==> config.mk <==
export PLATFORM = sky130hd
export DESIGN_NAME = m100_timer
export DESIGN_NICKNAME = d
export VERILOG_FILES = /design/src/rtl/m100_timer.sv
export SDC_FILE = /design/constraint.sdc
export NUM_CORES = 1
export LEC_CHECK = 0
export ABC_CLOCK_PERIOD_IN_PS = 5600
export CAP_MARGIN = 20
export CORE_MARGIN = 3
export CORE_UTILIZATION = 43
export CTS_BUF_LIST = sky130_fd_sc_hd__clkbuf_8
export CTS_CLUSTER_SIZE = 16
export DETAILED_ROUTE_END_ITERATION = 12
export GPL_TIMING_DRIVEN = 0
export MAX_ROUTING_LAYER = met4
export SYNTH_ARGS = -nofsm -noshare
export SYNTH_HDL_FRONTEND = slang
export SYNTH_SLANG_ARGS = --single-unit
==> constraint.sdc <==
create_clock -name clk -period 5.6 [get_ports clk]
set_input_delay 0.84 -clock clk [delete_from_list [all_inputs] [get_ports clk]]
set_output_delay 0.84 -clock clk [all_outputs]
set_load 0.01 [all_outputs]
==> src/rtl/m100_timer.sv <==
// rtl/m100_timer.sv - two-digit BCD countdown timer (99..00) with prescaled decrement
// Loads a clamped BCD preset and counts down once per TICK_CYCLES clocks while running.
module m100_timer #(
  parameter int TICK_CYCLES = 25_000_000
) (
  input  logic       clk,
  input  logic       reset,
  input  logic       t_clr,
  input  logic       t_load,
  input  logic [3:0] load_dig0,
  input  logic [3:0] load_dig1,
  input  logic       t_start,
  input  logic       t_pause,
  output logic [3:0] dig0,
  output logic [3:0] dig1,
  output logic       running,
  output logic       done,
  output logic       expired
);

  localparam int PW = $clog2(TICK_CYCLES);
  localparam logic [PW-1:0] PRESC_LAST = PW'(TICK_CYCLES - 1);

  localparam logic [1:0] S_IDLE  = 2'd0;
  localparam logic [1:0] S_RUN   = 2'd1;
  localparam logic [1:0] S_PAUSE = 2'd2;
  localparam logic [1:0] S_DONE  = 2'd3;

  logic [1:0]    state;
  logic [PW-1:0] presc;
  logic          start_only;
  logic          pause_only;
  logic          tick;
  logic          last_step;
  logic          nonzero;

  function automatic logic [3:0] clamp_bcd(input logic [3:0] d);
    return (d > 4'd9) ? 4'd9 : d;
  endfunction

  // start and pause together cancel each other out in every state
  assign start_only = t_start & ~t_pause;
  assign pause_only = t_pause & ~t_start;
  assign tick       = (presc == PRESC_LAST);
  assign last_step  = (dig1 == 4'd0) && (dig0 == 4'd1);
  assign nonzero    = (dig0 != 4'd0) || (dig1 != 4'd0);

  assign running = (state == S_RUN);
  assign done    = (state == S_DONE);

  always_ff @(posedge clk or negedge reset) begin
    if (!reset) begin
      state   <= S_IDLE;
      presc   <= '0;
      dig0    <= 4'd0;
      dig1    <= 4'd0;
      expired <= 1'b0;
    end else begin
      expired <= 1'b0;
      if (t_clr) begin
        dig0  <= 4'd0;
        dig1  <= 4'd0;
        presc <= '0;
        state <= S_IDLE;
      end else if (t_load) begin
        dig0  <= clamp_bcd(load_dig0);
        dig1  <= clamp_bcd(load_dig1);
        presc <= '0;
        state <= S_IDLE;
      end else begin
        case (state)
          S_IDLE: begin
            if (start_only) begin
              presc <= '0;
              if (nonzero) begin
                state <= S_RUN;
              end else begin
                state   <= S_DONE;
                expired <= 1'b1;
              end
            end
          end
          S_RUN: begin
            // the RUN cycle that ends on the pause edge still counts toward the tick
            if (tick) begin
              presc <= '0;
              if (dig0 == 4'd0) begin
                dig0 <= 4'd9;
                dig1 <= dig1 - 4'd1;
              end else begin
                dig0 <= dig0 - 4'd1;
              end
              if (last_step) begin
                state   <= S_DONE;
                expired <= 1'b1;
              end else if (pause_only) begin
                state <= S_PAUSE;
              end
            end else begin
              presc <= presc + 1'b1;
              if (pause_only) state <= S_PAUSE;
            end
          end
          S_PAUSE: begin
            if (start_only) state <= S_RUN;
          end
          default: begin
          end
        endcase
      end
    end
  end

endmodule
==> results.toml <==
[power]
leakagePower_nw = 1.075
vdd_drop_max_uv = 124.7
pwr_density_cell_nw_per_um2 = 208.7

[sta]
slew_headroom_pct = 44.93
rsz0062_at_grt = "false"
fin_setup_tns_ns = 0
setup_viol = 0
max_freq_ghz = 0.3327
fin_crit_sh_pct = 53.67
whs_ns = 0.5058
tightest_slew_ns = 0.8261
finalHoldViolations = 0
skew_ns = 0.01187
fin_crit_ns = 3.006
slew_viol_final = 0
layout_setup_ws_ns = 2.594

[global_route]
met1_usage_pct = 31.50
grt_remaining_overflow = 0
grt_pass1_wl_um = 10540
grt_use_met2_pct = 30.71
grt_pass1_vias = 2088
met3_usage_pct = 3.924
antenna_found_initial = 0
grt_usage_pct = 21.59
grt_max_degree = 37
grt-busiest-layer = "met1"

[yosys]
synth_flop_cell = "dfrtp_1"
avgSynthCellArea_um2 = 8.586
netlist_instances = 275
ys_ff_latch = 36
yosysTopAreaCell = "dfrtp_1"
synth_cell_types = 49
synthArstFlopShare_pct = 100.0
synth_top_area_share_pct = 38.16
synth.most_common_cell = "dfrtp_1"
ys_top_cells_by_area = "dfrtp_1 38%, a31oi_1 5.3%, a21oi_1 5.1%, ha_1 4.8%, nand2_1 4.0%"
synth-edff-count = 0
netlist_area_um2 = 2361
synthTopCellsByCount = "36 x dfrtp_1, 25 x nand2_1, 24 x a21oi_1"
yosysSeqAreaShare_pct = 38.16
ys_warn_count = 0
syn_nets = 298

[cts]
cts-root-buf = "clkbuf_8"
cts_max_level = 2
cts_buffers = 5
cts_setup_buffers = 0
cts_hold_buf = 0
cts_buffer_depth = 2
ctsResizeCount = 0
numClockSinks = 36
clock_latency_ns = 0.30
clk_pin_slew_ns = 0.08
cts_tree = "built"

[die]
io_pins = 25
dieHeight_um = 80.10
die_area_um2 = 6416
die_w_um = 80.10
rows = 26
start_util_pct = 45.36
core_um2 = 5205

[placement]
hpwl_um = 4299
dp.cells = 368
io_buffer_count = 23
pre_cts_ws_ns = 2.254
gp_congestion = 0.8508

[finish]
fillers = 514
drive_above_1_share_pct = 6.536
area_delta_synth_final_pct = 17.81
multiInputGateArea_um2 = 1345
layout.cells.non_filler = 376
register_area_um2 = 900.9
n_antenna_cell = 0
finalNetCount = 328

[drt]
wire_per_inst_um = 16.24
drc_errors = 0
dr.pass1.iters = 4
wl_um = 6105
vias = 2224
antenna_left = 0
initialDrtViolationCount = 163
viasPerCell = 5.915

[worst_setup_path]
crit_path_end_kind = "flop"
r2r_slack_ns = 3.11
crit_path_start_kind = "input pin"
path_class = "input pin to flop"
cp_max_fo = 10
cp.arrival_ns = 3.23
required_ns = 5.82

[min_path]
hold_class = "flop to flop"

[run_status]
status = "completed"

[job]
maxCapViolations = 0
-- state kept, by name, summed over array words and instances (netlist names) --
register,count
dig0,4
dig1,4
expired,1
presc,25
state,2
-- routing by layer --
metal	routed length, um	vias up
met5	0	-
met4	52	0
met3	239	4
met2	2756	48
met1	3057	1064
li1	-	1108
-- metrics by stage --
stage          utilization, %  instance area [um^2]  total power, W
2_1_floorplan               -                  2361       0.0003199
3_3_place_gp            51.47                  2679       0.0003572
3_5_place_dp            51.37                  2674       0.0003574
4_1_cts                 53.44                  2781       0.0005863
5_1_grt                 53.44                  2781       0.0006081
6_report                53.44                  2781       0.0005804
-- layout by cell type (no fill, tap or decap), types with 15 or more instances in the layout --
cell,n
clkdlybuf4s50_1,22
nor2_1,20
a21oi_1,24
nand3_1,15
a31oi_1,20
dfrtp_1,36
nand2_1,25
inv_1,16
-- critical path, stage by stage --
cell and delay (ns):
clkdlybuf4s50_1 0.41, clkbuf_1 0.21, nor2_1 0.42, nand2_1 0.18, a21oi_1 0.53, buf_2 0.36, a21oi_1 0.10, a21oi_1 0.17
-- where the power goes --
group          internal, W  total (W)  switching (W)
Clock             0.000130   0.000228      0.0000980
Combinational    0.0000352  0.0000811      0.0000459
Sequential        0.000265   0.000271     0.00000604
Total             0.000430   0.000580       0.000150
-- layout make-up --
cell class / instances / share of cell area (%)
multi-input combinational: 209 / 48.36
sequential: 36 / 32.39
timing repair buffer: 23 / 8.097
tap: 70 / 3.149
clock buffer: 5 / 2.474
buffer: 15 / 2.114
inverter: 15 / 2.024
clock inverter: 3 / 1.395
-- path summary, 6_finish.rpt --
| kind | cells after the start | start | endpoint |
|---|---|---|---|
| worst min register to register | 1 | presc[14]$_DFFE_PN0P_ | presc[14]$_DFFE_PN0P_ |
| max in group asynchronous | 1 | reset | presc[7]$_DFFE_PN0P_ |
| worst min-delay path | 1 | presc[14]$_DFFE_PN0P_ | presc[14]$_DFFE_PN0P_ |
| worst max register to register | 8 | state[1]$_DFFE_PN0P_ | presc[14]$_DFFE_PN0P_ |
| worst max-delay path | 8 | t_load | presc[16]$_DFFE_PN0P_ |
| min in group asynchronous | 1 | reset | presc[24]$_DFFE_PN0P_ |
-- kinds of logic (layout without fill, tap and decap cells) --
| logic type | count (synthesis) | count (layout) | synth area share [%] |
|---|---|---|---|
| simple gates | 113 | 113 | 27.72 |
| compound gates | 83 | 83 | 22.74 |
| flops | 36 | 36 | 38.16 |
| buf+inv | 30 | 61 | 4.875 |
| fa+ha+maj | 9 | 9 | 4.770 |
| mux | 4 | 4 | 1.749 |
Power figures use the tool's default switching activity.
